<file path="config.mk">
export PLATFORM = sky130hd
export DESIGN_NAME = sram_100_qsys_sram_arbiter
export DESIGN_NICKNAME = d
export VERILOG_FILES = /design/src/rtl/sram_100_qsys_sram_arbiter.sv
export SDC_FILE = /design/constraint.sdc
export NUM_CORES = 1
export LEC_CHECK = 0
export CAP_MARGIN = 10
export CORE_UTILIZATION = 68
export CTS_BUF_LIST = sky130_fd_sc_hd__clkbuf_2 sky130_fd_sc_hd__clkbuf_4 sky130_fd_sc_hd__clkbuf_8
export CTS_CLUSTER_SIZE = 30
export DETAILED_ROUTE_END_ITERATION = 10
export DONT_BUFFER_PORTS = 1
export PLACE_DENSITY_LB_ADDON = 0.1
export SLEW_MARGIN = 15
export SYNTH_ARGS = -nofsm -noshare
export SYNTH_HDL_FRONTEND = slang
export SYNTH_SLANG_ARGS = --single-unit
</file>
<file path="constraint.sdc">
create_clock -name clock -period 4.2 [get_ports clock]
set_clock_uncertainty 0.2 [all_clocks]
set_input_delay 1.05 -clock clock [delete_from_list [all_inputs] [get_ports clock]]
set_output_delay 1.05 -clock clock [all_outputs]
set_load 0.01 [all_outputs]
</file>
<file path="src/rtl/sram_100_qsys_sram_arbiter.sv">
// Round-robin two-port Avalon-MM front end for the single asynchronous 16-bit SRAM.
// Every access runs IDLE -> ACCESS (ACCESS_CYCLES strobe cycles) -> DONE; the IDLE after DONE is the bus turnaround.
`timescale 1ns/1ps
module sram_100_qsys_sram_arbiter #(
  parameter int ADDR_W        = 18,
  parameter int ACCESS_CYCLES = 2
) (
  input  logic              clock,
  input  logic              reset,
  input  logic [ADDR_W-1:0] a_address,
  input  logic              a_read,
  input  logic              a_write,
  input  logic [15:0]       a_writedata,
  input  logic [1:0]        a_byteenable,
  output logic [15:0]       a_readdata,
  output logic              a_waitrequest,
  input  logic [ADDR_W-1:0] b_address,
  input  logic              b_read,
  input  logic              b_write,
  input  logic [15:0]       b_writedata,
  input  logic [1:0]        b_byteenable,
  output logic [15:0]       b_readdata,
  output logic              b_waitrequest,
  output logic [ADDR_W-1:0] sram_addr,
  output logic [15:0]       sram_dq_out,
  output logic              sram_dq_oe,
  input  logic [15:0]       sram_dq_in,
  output logic              sram_ce_n,
  output logic              sram_oe_n,
  output logic              sram_we_n,
  output logic              sram_ub_n,
  output logic              sram_lb_n
);

  localparam logic [1:0] S_IDLE   = 2'd0;
  localparam logic [1:0] S_ACCESS = 2'd1;
  localparam logic [1:0] S_DONE   = 2'd2;

  logic [1:0]        state;
  logic [3:0]        cnt;
  logic              grant;       // 0 = port A, 1 = port B
  logic              last_grant;
  logic              is_write;
  logic [15:0]       readdata_q;

  logic              req_a;
  logic              req_b;
  logic              pick_b;
  logic              sel_write;
  logic [ADDR_W-1:0] sel_addr;
  logic [15:0]       sel_wdata;
  logic [1:0]        sel_be;

  assign req_a = a_read | a_write;
  assign req_b = b_read | b_write;

  // On a tie the port that did not win last time gets the bus.
  assign pick_b    = req_b & (~req_a | ~last_grant);
  assign sel_write = pick_b ? b_write      : a_write;
  assign sel_addr  = pick_b ? b_address    : a_address;
  assign sel_wdata = pick_b ? b_writedata  : a_writedata;
  assign sel_be    = pick_b ? b_byteenable : a_byteenable;

  assign a_readdata    = readdata_q;
  assign b_readdata    = readdata_q;
  assign a_waitrequest = !((state == S_DONE) && (grant == 1'b0));
  assign b_waitrequest = !((state == S_DONE) && (grant == 1'b1));

  // NOTE: all registered state uses non-blocking assignments so every branch sees pre-edge values.
  always_ff @(posedge clock) begin
    if (reset) begin
      state       <= S_IDLE;
      cnt         <= '0;
      grant       <= 1'b0;
      last_grant  <= 1'b1;
      is_write    <= 1'b0;
      readdata_q  <= '0;
      sram_addr   <= '0;
      sram_dq_out <= '0;
      sram_dq_oe  <= 1'b0;
      sram_ce_n   <= 1'b1;
      sram_oe_n   <= 1'b1;
      sram_we_n   <= 1'b1;
      sram_ub_n   <= 1'b1;
      sram_lb_n   <= 1'b1;
    end else begin
      case (state)
        S_IDLE: begin
          sram_dq_oe <= 1'b0;
          if (req_a || req_b) begin
            grant      <= pick_b;
            last_grant <= pick_b;
            is_write   <= sel_write;
            sram_addr  <= sel_addr;
            if (sel_write) begin
              sram_dq_out <= sel_wdata;
              sram_dq_oe  <= 1'b1;
            end
            sram_ce_n <= 1'b0;
            // Reads always fetch the full word; byte lanes only gate writes.
            sram_ub_n <= sel_write ? ~sel_be[1] : 1'b0;
            sram_lb_n <= sel_write ? ~sel_be[0] : 1'b0;
            sram_oe_n <= sel_write;
            sram_we_n <= ~sel_write;
            cnt       <= 4'(ACCESS_CYCLES - 1);
            state     <= S_ACCESS;
          end
        end
        S_ACCESS: begin
          if (cnt == 4'd0) begin
            if (!is_write) readdata_q <= sram_dq_in;
            sram_ce_n <= 1'b1;
            sram_oe_n <= 1'b1;
            sram_we_n <= 1'b1;
            sram_ub_n <= 1'b1;
            sram_lb_n <= 1'b1;
            state     <= S_DONE;
          end else begin
            cnt <= cnt - 4'd1;
          end
        end
        S_DONE: begin
          // Write data was held through DONE; release the bus for the turnaround cycle.
          sram_dq_oe <= 1'b0;
          state      <= S_IDLE;
        end
        default: state <= S_IDLE;
      endcase
    end
  end

endmodule

</file>
---- After elaboration in Yosys (flattened, before gate mapping) ----
Index checks and enable logic that the tools add are counted.
W data, S select, Z words.
cells by class
  add/sub/neg operators ................... 1
  eq/ne operators ......................... 5
  multiplexer cells ....................... 26
  bitwise operators ....................... 11
  reduce and logical (&&, ||, !) cells .... 15
operator list
  operator               count
  $mux W18               1
  $mux W16               1
  $pmux W1 S2            6
  $reduce_and A3 Y1      4
  $mux W1                11
  $mux W4                2
  $pmux W4 S2            1
  $not A1 Y1             7
  $mux W2                3
  $ne A2 B2 Y1 const B   3
  $logic_not A4 Y1       1
  $pmux W2 S2            1
  $reduce_and A2 Y1      2
  $reduce_bool A2 Y1     2
  $sub A4 B1 Y4 const B  1
  $or A1 B1 Y1           3
  $eq A2 B1 Y1 const B   1
  $eq A2 B2 Y1 const B   1
  $logic_and A1 B1 Y1    2
  $logic_not A1 Y1       2
  $logic_not A2 Y1       1
  $and A1 B1 Y1          1
  $logic_or A1 B1 Y1     1
storage, ports and cells
  flip-flop bits (word level) ............. 65
  input bits .............................. 94
  word-level logic and storage cells ...... 72

---- Depth between registers and ports, before layout ----
Gate-level depths: netlist of the first run.
  word-level depth ........................ 9
  gate-level depth with buffers ........... 8
  gate-level depth less buffers ........... 6

---- Least setup slack after synthesis of the first run ----
OpenSTA, ideal clock, no wires.
  path kind ............................... in2reg
  from .................................... in b_read
  to ...................................... reg sram_dq_out[10]
  library setup time ...................... 0.091 ns
  arrival ................................. 2.131 ns
  required time ........................... 3.909 ns
  setup slack ............................. 1.779 ns
  stages .................................. 6
  cell sequence ........................... nor4_1 > nor3_1 > and3_1 > clkbuf_1 > buf_2 > a311oi_1
on the way
  cells in the longest elaborated chain, start to end .. 4
  elaborated cells on any way between the ends .. 6
ends and longest elaborated chain
  what                         line  source
  start, declared              18    input logic b_read,
  $or A1 B1 Y1 (*)             55    assign req_b = b_read | b_write;
  $and A1 B1 Y1                58    assign pick_b = req_b & (~req_a | ~last_grant);
  $mux W1                      59    assign sel_write = pick_b ? b_write : a_write;
  $reduce_and A3 Y1 (no line)  n/a
  end signal, assigned         96    sram_dq_out <= sel_wdata;
  end, declared                25    output logic [15:0] sram_dq_out,
Mark *: on every way between the ends. The rest lies on a longest branch, timed or not.
A chain may end at the register's enable or synchronous reset.

---- Worst setup path in the final report of the first run ----
  from .................................... reg state[1]
  to ...................................... out a_waitrequest
on the way
  cells in the longest elaborated chain, start to end .. 3
ends and longest elaborated chain
  what                    line  source
  start, declared         39    logic [1:0] state;
  start signal, assigned  72    state <= S_IDLE;
  start signal, assigned  106   state <= S_ACCESS;
  start signal, assigned  117   state <= S_DONE;
  $eq A2 B2 Y1            66    assign a_waitrequest = !((state == S_DONE) && (grant == 1'b0));
  $logic_and A1 B1 Y1     66
  $logic_not A1 Y1        66
  end, declared           16    output logic a_waitrequest,
Every way passes these cells.

==> run_results.csv, run 1 <==
group,metric,value,unit
global_routing,grt_pass1_vias,2166,
power,power.net_switching,569,uW
critical_path,reg2reg_depth,6,
layout,syn_to_final_growth,0.897,%
power,p_total,1690,uW
synth,ys_seq_area_share,44.4,%
critical_path,cpPeakStageDelay,520,ps
cts,hold_buffers,0,
synth,synth_area,0.00293,mm2
cts,cts_buffer_depth,2,
cts,insertion_delay,330,ps
cts,cts_tree,"done",
power,seq_power_share,50.2,%
synth,synth_cell_types,35,
layout,nets,409,
cts,cts_setup_buffers,0,
synth,yosys_most_used_dff,"dfxtp_1",
route,drc,0,
synth,synth_top_cell_area_share,44.4,%
cts,clock_sinks,65,
route,detail-route-antenna-nets,0,
floorplan,row_count,23,
floorplan,fp.dieH,67.6,um
min_path,worstHoldPathType,"reg -> reg",
place,gp_congestion,0.722,
sta,rsz0062_at_grt,"false",
synth,synth_edf_count,0,
synth,synth_area_leaders,"dfxtp_1, a311oi_1, nand3_1, mux2i_1, nand2_1",
floorplan,die_area,0.00457,mm2
cts,root_buffer,"clkbuf_8",
place,hpwl,4.46,mm
global_routing,gr-usage-all-layers,28.3,%
sta,setup_tns,0,ps
power,p_int,1120,uW
sta,fmax,0.395,GHz
route,drt-initial-drc-count,199,
critical_path,slowest_stage,"or3b_2",
sta,worstMarginPinSlew,906,ps
sta,min_period,2530,ps
critical_path,cp.depth,1,
layout,final.fill_count,344,
floorplan,start_util,72.2,%
status,status,"complete, no violations",
layout,diodes,0,
synth,syn_avg_cell_area,8.46,um2
sta,slew_headroom,39.4,%
critical_path,worstPathArrival,1280,ps
flow_run,maxCapViolCount,0,
critical_path,cp-end-kind,"output port",
synth,synth_most_common_cell,"dfxtp_1",
synth,ys_seq_elements,65,
sta,slew_violations,0,
cts,cts.clk_slew.worst_paths,60,ps
critical_path,crit_chain,"or3b_2",
global_routing,antenna_found_initial,0,
route,wl,6.53,mm
critical_path,crit_family,"simple AND/OR/NAND/NOR gates",
synth,ys_async_sr_fraction,0,%
route,firstDrtPassIters,4,
power,p_leak,0.00111,uW
synth,yosysTopAreaCell,"dfxtp_1",
route,wl_per_cell,17.7,um
critical_path,worst-setup-path-type,"reg -> out",
layout,layout-drive-gt1-share,8.46,%
floorplan,die_w,67.6,um
global_routing,grt_overflow_total,0,
floorplan,coreArea,0.00406,mm2
critical_path,path_max_fanout,6,
power,switching_share,33.6,%
floorplan,boundaryPins,168,
global_routing,grt_first_pass_wirelength,9.58,mm
synth,yosys_warnings,0,
place,portBuffers,0,
sta,setup_viol,0,
power,vdd_ir_drop_max,0.378,mV
global_routing,grt_max_degree,66,
min_path,whs_path_depth,2,
synth,syn-num-nets,441,
power,clkPwrFrac,28.0,%
cts,cts.repair.resized,0,
critical_path,crit_path_start_kind,"flop",
cts,cts_inserted_buffers,9,
critical_path,cp.required,2950,ps
route,vias,2443,
sta,hold_viol,0,
power,power.density,572,mW/mm2
synth,syn_inst,346,
power,combPwrFrac,21.8,%
sta,finalCritPeriodShare,60.3,%
cts,htreeDepth,3,
synth,netlist_top_cells_count,"dfxtp_1, nand2_1, nand3_1",
critical_path,worst-path-buf-inv,0,
route,viasPerCell,6.62,
-- flip-flops by register name (all words and copies together), names as in the netlist --
name         count
is_write         1
sram_ce_n        1
grant            1
sram_dq_out     16
state            2
sram_dq_oe       1
cnt              4
sram_addr       18
sram_we_n        1
a_readdata      16
sram_lb_n        1
sram_oe_n        1
sram_ub_n        1
last_grant       1
-- power by group through the flow --
stage	registers (uW)	logic, uW	clock network (uW)
after floorplan	829	361	0
after global placement	861	356	0
after global routing	863	418	510
after detailed placement	863	367	0
after CTS	850	368	484
final	849	368	474
-- area by class of cell --
| type | count | area (um2) | share of cell area (%) |
|---|---|---|---|
| flip-flops and latches | 65 | 1300 | 44.0 |
| clock buffers | 13 | 166 | 5.63 |
| repair buffers | 5 | 37.5 | 1.27 |
| clock inverters | 3 | 15.0 | 0.508 |
| multi-input cells | 231 | 1360 | 46.2 |
| inverters | 2 | 7.51 | 0.254 |
| well taps | 50 | 62.6 | 2.12 |
-- layout by cell type, fill, tap and decap left out, types with 3 or more instances in the layout --
| cell | count |
|---|---|
| nor3_1 | 4 |
| buf_4 | 5 |
| nand3_1 | 41 |
| a31oi_1 | 19 |
| dfxtp_1 | 65 |
| a21oi_1 | 9 |
| clkinv_2 | 3 |
| nand2_1 | 42 |
| clkbuf_8 | 11 |
| a311oi_1 | 34 |
| mux2i_1 | 16 |
| nor2_1 | 37 |
-- path summary, 6_finish.rpt --
kind / start / endpoint / slack [ps]
max: state[1] / a_waitrequest / 1670
min: grant / grant / 270
max reg2reg: cnt[0] / a_readdata[5] / 1780
min reg2reg: grant / grant / 270
-- metal layers --
layer  track usage [%]  vias to the layer above  part of all wire (%)
met5                 0                        -                     0
met4              14.4                        0                   2.1
met3              10.5                       17                   9.5
met2              47.9                      131                    50
met1              30.7                     1124                    38
li1                  -                     1171                     -
-- kinds of logic (layout without fill, tap and decap cells) --
group	after synthesis	in the layout	synth area share [%]
AOI/OAI and AO/OA	73	73	18.2
and+or+nand+nor	139	139	21.6
buffers and inverters	50	23	9.27
xor gates and xnor gates	2	2	0.598
muxes	16	16	5.47
DFF	65	65	44.4
adders and majority gates	1	1	0.427
-- stage by stage --
step	util, %	hold slack [ps]	cell area (um2)	setup slack [ps]	std cells
floorplan	-	245	2930	1780	346
global placement	68.3	249	2770	1420	353
detailed placement	68.3	254	2770	1380	353
CTS	72.8	263	2950	1660	369
global route	72.8	310	2950	1520	369
finish	72.8	266	2950	1670	369
(Power assumes the default switching activity.)
==> inputs of run 2 (changes only) <==
Settings changed: CORE_UTILIZATION 68 to 65.
Clock period 4.2 ns to 2.6 ns, I/O delays scaled along.
==> run_results.csv, run 2 (synthesized netlist as in run 1, its figures left out) <==
group,metric,value,unit
layout,diodes,0,
layout,largest_register_ffs,18,
place,hpwl,4.66,mm
layout,nets,415,
floorplan,die_area,0.00478,mm2
critical_path,path_max_fanout,18,
power,switching_share,33.0,%
cts,root_buffer,"clkbuf_8",
route,wl_per_cell,17.7,um
power,combPwrFrac,22.0,%
floorplan,row_count,24,
min_path,worstHoldPathType,"in -> reg",
layout,fin_cells,377,
place,gp_congestion,0.825,
place,pre_cts_ws,-31.3,ps
route,drc,0,
cts,cts_setup_buffers,0,
critical_path,worst-setup-path-type,"in -> reg",
critical_path,crit_path_start_kind,"input pin",
global_routing,gr-usage-all-layers,28.4,%
floorplan,start_util,67.2,%
layout,largest-register,"sram_addr",
layout,layout-drive-gt1-share,10.2,%
sta,finalCritPeriodShare,89.4,%
floorplan,coreArea,0.00435,mm2
sta,hold_viol,0,
power,power.density,926,mW/mm2
cts,cts_buffer_depth,2,
floorplan,boundaryPins,168,
floorplan,die_w,69.1,um
power,power.net_switching,921,uW
global_routing,grt_overflow_total,0,
route,firstDrtPassIters,4,
route,viasPerCell,6.33,
sta,worstMarginPinSlew,925,ps
route,vias,2385,
layout,final_common_cell,"dfxtp_1",
route,detail-route-antenna-nets,0,
sta,final_critical_path_setup_slack,276,ps
sta,fmax,0.430,GHz
global_routing,grt_pass1_vias,2237,
place,dpl.cell_count,361,
sta,rsz0062_at_grt,"false",
layout,syn_to_final_growth,3.03,%
cts,htreeDepth,3,
critical_path,worstPathArrival,2290,ps
floorplan,fp.dieH,69.1,um
flow_run,maxCapViolCount,0,
cts,cts_inserted_buffers,9,
sta,setup_viol,0,
place,portBuffers,0,
status,status,"complete, no violations",
cts,insertion_delay,330,ps
critical_path,cp.required,2570,ps
layout,final.fill_count,365,
power,p_leak,0.00114,uW
power,seq_power_share,48.9,%
sta,min_period,2320,ps
global_routing,grt_max_degree,66,
power,clkPwrFrac,29.1,%
sta,slew_headroom,38.0,%
power,vdd_ir_drop_max,0.512,mV
cts,cts_tree,"done",
cts,clock_sinks,65,
global_routing,grt_first_pass_wirelength,10.8,mm
power,p_int,1870,uW
critical_path,cp-end-kind,"flop",
route,wl,6.67,mm
cts,cts.clk_slew.worst_paths,60,ps
global_routing,antenna_found_initial,0,
layout,layout_common_cells,"dfxtp_1, nand2_1, nand3_1",
cts,hold_buffers,0,
cts,cts.repair.resized,0,
sta,slew_violations,0,
route,drt-initial-drc-count,130,
==> run 2: cell types whose count changed in the layout (fill, tap and decap cells not counted) <==
cell      change
buf_4         +6
clkbuf_4      -1
clkbuf_8      +2
clkinv_2      -1
==> run 2: per-stage QoR <==
stage	area (um2)	power, uW	hold WS, ps	utilization, %	TNS (ps)
final	3020	2790	192	69.3	0
after global routing	3020	2960	176	69.3	0
after CTS	3020	2810	176	69.3	0
after detailed placement	2820	2010	260	64.8	-235
after global placement	2820	1990	249	64.8	-31.4
after floorplan	2930	1920	245	-	0
==> run 2: power by group through the flow <==
stage / Combinational, uW / Clock, uW / Sequential (uW)
after floorplan: 583 / 0 / 1340
after global placement: 604 / 0 / 1390
after detailed placement: 618 / 0 / 1390
after CTS: 619 / 826 / 1370
after global routing: 701 / 872 / 1390
final: 613 / 813 / 1370
==> run 2: path summary, 6_finish.rpt <==
check / end / from / slack, ps / depth (start not counted)
max reg2reg: sram_dq_out[2] / state[0] / 280 / 3
min reg2reg: grant / grant / 270 / 2
max: sram_dq_out[2] / b_read / 280 / 4
min: sram_addr[13] / reset / 190 / 1
==> run 2: worst max-delay path, cell delays in order <==
cell and delay (ps):
nor4_1 60, nor3_2 710, and3_1 690, a311oi_1 180
==> run 2: metal layers <==
layer,GRT usage (%),wire [um],vias to the layer above
met5,0,0,-
met4,14.1,78,0
met3,8.33,596,9
met2,45.1,3280,127
met1,35.0,2710,1065
li1,-,-,1184
==> run 2: layout make-up <==
cell class	instances	area, um2	share of cell area [%]
clock buffer	14	186	6.18
tap	52	65.1	2.16
multi-input combinational	231	1360	45.2
inverter	2	7.51	0.249
clock inverter	2	10.0	0.332
sequential	65	1300	43.1
timing repair buffer	11	82.6	2.74
==> inputs of run 3 (changes only) <==
Settings changed: CORE_UTILIZATION 65 to 39, DONT_BUFFER_PORTS 1 to default.
==> run_results.csv, run 3 (synthesized netlist as in run 1, its figures left out) <==
group,metric,value,unit
sta,slew_violations,0,
floorplan,die_area,0.00786,mm2
cts,clock_sinks,65,
critical_path,reg2reg_to,"a_readdata[5]",
global_routing,grt_pass1_vias,2956,
global_routing,grt_max_degree,66,
cts,cts_setup_buffers,0,
floorplan,row_count,31,
route,drc,0,
power,p_total,3510,uW
cts,cts.repair.resized,0,
place,place_area,0.00465,mm2
cts,cts_tree,"done",
global_routing,antenna_found_initial,0,
floorplan,coreArea,0.00725,mm2
layout,final_common_cell,"clkdlybuf4s50_1",
status,status,"complete, no violations",
min_path,whs_path_depth,2,
global_routing,gr-usage-all-layers,22.5,%
layout,largest_register_ffs,18,
sta,hold_viol,0,
layout,nets,588,
sta,worstMarginPinSlew,398,ps
floorplan,start_util,40.4,%
place,hpwl,6.12,mm
sta,slew_headroom,73.5,%
power,p_leak,0.00184,uW
route,firstDrtPassIters,4,
route,drt-initial-drc-count,117,
cts,root_buffer,"clkbuf_8",
route,vias,3109,
sta,min_period,2330,ps
sta,rsz0062_at_grt,"false",
layout,fin_area,0.00489,mm2
min_path,worstHoldEndpoint,"sram_dq_oe",
route,wl_per_cell,14.7,um
cts,hold_buffers,0,
critical_path,path_max_fanout,7,
global_routing,grt_first_pass_wirelength,13.6,mm
layout,layout-drive-gt1-share,8.23,%
sta,setup_viol,0,
route,viasPerCell,5.21,
sta,fmax,0.428,GHz
layout,layout_common_cells,"clkdlybuf4s50_1, dfxtp_1, nand2_1",
place,portBuffers,167,
cts,cts_inserted_buffers,9,
cts,cts_buffer_depth,2,
power,power.density,719,mW/mm2
critical_path,worstPathArrival,1480,ps
place,gp_congestion,0.820,
cts,insertion_delay,330,ps
critical_path,crit_path_start_kind,"flop",
place,dpl.cell_count,581,
route,wl,8.75,mm
critical_path,worst-setup-path-type,"reg -> out",
layout,largest-register,"sram_addr",
critical_path,regToRegStartpoint,"cnt[0]",
critical_path,reg2reg_depth,7,
floorplan,fp.dieH,88.6,um
min_path,worstHoldPathType,"reg -> reg",
layout,final_util,67.4,%
global_routing,grt_overflow_total,0,
sta,holdWs,277,ps
route,detail-route-antenna-nets,0,
cts,cts.clk_slew.worst_paths,70,ps
layout,syn_to_final_growth,66.9,%
floorplan,die_w,88.6,um
power,vdd_ir_drop_max,0.313,mV
critical_path,cp.required,1750,ps
sta,finalCritPeriodShare,89.8,%
layout,diodes,0,
flow_run,maxCapViolCount,0,
floorplan,boundaryPins,168,
layout,fin_cells,597,
cts,htreeDepth,3,
critical_path,r2r_slack,480,ps
min_path,hold_path.startpoint,"sram_dq_oe",
critical_path,cp-end-kind,"output port",
[run 3: cell types whose count changed in the layout (fill, tap and decap cells not counted), sizes merged]
cell,previous run,this run
clkdlybuf4s50,0,165
buf,11,18
bufinv,0,2
clkinv,2,0
dlymetal6s2s,0,1
[run 3: worst max path at each step]
stage / startpoint / slack [ps] / to
finish: state[0] / 270 / b_waitrequest
global route: b_write / 120 / sram_dq_out[0]
CTS: state[1] / 6 / a_waitrequest
detailed placement: b_write / -40 / sram_dq_out[0]
global placement: b_read / 70 / sram_dq_out[5]
floorplan: cnt[0] / 550 / a_readdata[10]
[run 3: critical path, stage by stage (launching register included)]
cell	delay, ps
dfxtp_1	440
nand3b_1	140
clkdlybuf4s50_1	570
[run 3: layout make-up]
type | count | area, um2
Inverter | 2 | 7.51
Tap cell | 99 | 124
Clock buffer | 14 | 174
Sequential cell | 65 | 1300
Timing Repair Buffer | 184 | 1850
Clock inverter | 2 | 60.1
Fill cell | 600 | 2370
Multi-Input combinational cell | 231 | 1370
[run 3: metrics by stage]
step	setup TNS, ps	worst slack (ps)
after detailed placement	-70.4	-38.9
after floorplan	0	546
after CTS	0	5.84
after global routing	0	124
final	0	266
after global placement	0	70.3
[run 3: power breakdown]
part | leakage (uW) | total (uW) | internal, uW | switching [uW]
clock | 0.000121 | 996 | 626 | 370
combinational | 0.00118 | 1250 | 682 | 570
sequential | 0.000537 | 1270 | 1160 | 103
total | 0.00184 | 3510 | 2470 | 1040
[run 3: layer usage]
layer,wire length [um],GRT usage (%),vias to the layer above
met1,3710,26.5,1438
met5,0,0,-
met2,4180,37.1,127
met3,683,6.81,15
met4,173,11.4,0
li1,-,-,1529
==> variant (config.mk and constraints of run 3) <==
Change the parameter `ADDR_W` from 18 to 20.
--- a/src/rtl/sram_100_qsys_sram_arbiter.sv
+++ b/src/rtl/sram_100_qsys_sram_arbiter.sv
@@ -4,3 +4,3 @@
 module sram_100_qsys_sram_arbiter #(
-  parameter int ADDR_W        = 18,
+  parameter int ADDR_W        = 20,
   parameter int ACCESS_CYCLES = 2
Ports: changed (resized a_address, b_address and sram_addr); port bits go from 168 to 174. No check against the original RTL was run, so the function may have changed too.
==> variant against run 3 <==
- power decreased by 5.1%
- cell area increased by 1.5%
- sequential cell count increased by 2
- setup slack got worse by 0.20 ns
- synthesized area increased by 3.2%
- die area increased by 3.2%
- non-clock buffer count increased by 5
- largest cell class unchanged
- first-iteration DRC count increased by 27%
- wire length increased by 3.1%
- register-to-register slack improved by 0.04 ns
==> variant: results (changes against run 3) <==
* Hpwl dp at 6359 um (+3.9%)
* Cts repair resizes at 1 (+1)
* Share of cells above drive strength 1 at 0.07632 (-0.006008)
* Synth top area cells: dfxtp_1, a311oi_1, nand3_1
* Final WL at 9018 um (+3.1%)
* Post-synthesis xor/xnor area fraction at 0.005795 (-0.0001882)
* NetSw at 1055 uW (+1.1%)
* Crit-path max FO at 6 (-1)
* Worst Hold Depth at 1 (-1)
* Met3 wire length at 824 um (+21%)
* Area Growth Syn to Fin at 63.99%
* Routed vias/inst at 5.252 (+0.86%)
* Outcome: finished clean
* Port Buf Inserts at 173 (+3.6%)
* Register area share after synthesis at 0.4437 (-0.0007358)
* Pwr Density at 672.9 nW/um^2 (-6.4%)
* Compound-Gate Fraction of Synth Area at 0.1821 (about the same)
* Cell count after synthesis at 357 (+3.2%)
* Place WS at -0.08839 ns (-0.04951 ns)
* Post-synthesis mux area share at 0.05298 (-0.001721)
* Post-Syn Nets at 456 (+3.4%)
* Logic power comb at 1300 uW (+4%)
* Largest net degree at the start of global routing at 68 (+3.0%)
* Routed len/inst at 14.78 um (+0.88%)
* Top layer in use: met4
* Met1 usage at 0.2811 (+0.01645)
* Gr usage total at 0.2267 (+0.001860)
* Inst Count DP at 596 (+2.6%)
* Slew @ Worst Pin at 0.6390 ns (+0.2409 ns)
* Max FFs per register at 20 (+2)
* Crit path largest cell delay at 0.49 ns (-0.08 ns)
* Crit path DAT at 1.68 ns (+0.20 ns)
* Seq pwr share at 0.390 (+0.030)
* Bufs on Longest Clock Path at 2 (unchanged)
* Fillcell total at 611 (+1.8%)
* Cell leakage power at 0.001861 uW (+1.3%)
* Global-route met2 utilization at 0.3607 (-0.009942)
* Post-synth top cells: dfxtp_1, nand2_1, nand3_1, nor2_1, a311oi_1
* Vias in the first global route at 3122 (+5.6%)
* Met2 Wirelength at 4110 um (-1.7%)
* Initial DRC count at 149 (+27%)
* Area after DPL at 4790 sq um (+3.0%)
* Final net count at 607 (+3.2%)
* GRT met3 Usage at 0.06768 (-0.0004151)
* M1 WL at 3874 um (+4.4%)
* First-pass GRT wire length at 14920 um (+9.7%)
* Final Wtd Congestion at 0.7804 (-4.8%)
* Post-Synth Adder-Cell Area at 0.004139 (-0.0001344)
-- variant: changes by cell type in the layout (fill, tap and decap cells not counted), sizes merged --
cell and delta:
a311oi +2, buf -1, bufinv -2, clkbuf -3, clkdlybuf4s50 +7, clkinv +3
dfxtp +2, dlymetal6s2s -1, nand2 +2, nand3 +2, nor2 +2
-- variant: cell type report --
| class | count | area (sq um) | area share |
|---|---|---|---|
| Timing Repair Buffer | 189 | 1897 | 0.3826 |
| Multi-Input combinational cell | 239 | 1420 | 0.2865 |
| Sequential cell | 67 | 1343 | 0.2708 |
| Clock buffer | 11 | 151.4 | 0.03054 |
| Tap cell | 99 | 123.9 | 0.02499 |
| Clock inverter | 3 | 15.01 | 0.003029 |
| Inverter | 2 | 7.507 | 0.001514 |
-- variant: final timing paths --
check / from / end / slack, ns
setup / recovery: state[1] / a_waitrequest / 0.07
hold / removal: sram_ce_n / sram_ce_n / 0.27
setup reg to reg: cnt[0] / a_readdata[10] / 0.52
hold reg to reg: sram_ce_n / sram_ce_n / 0.27
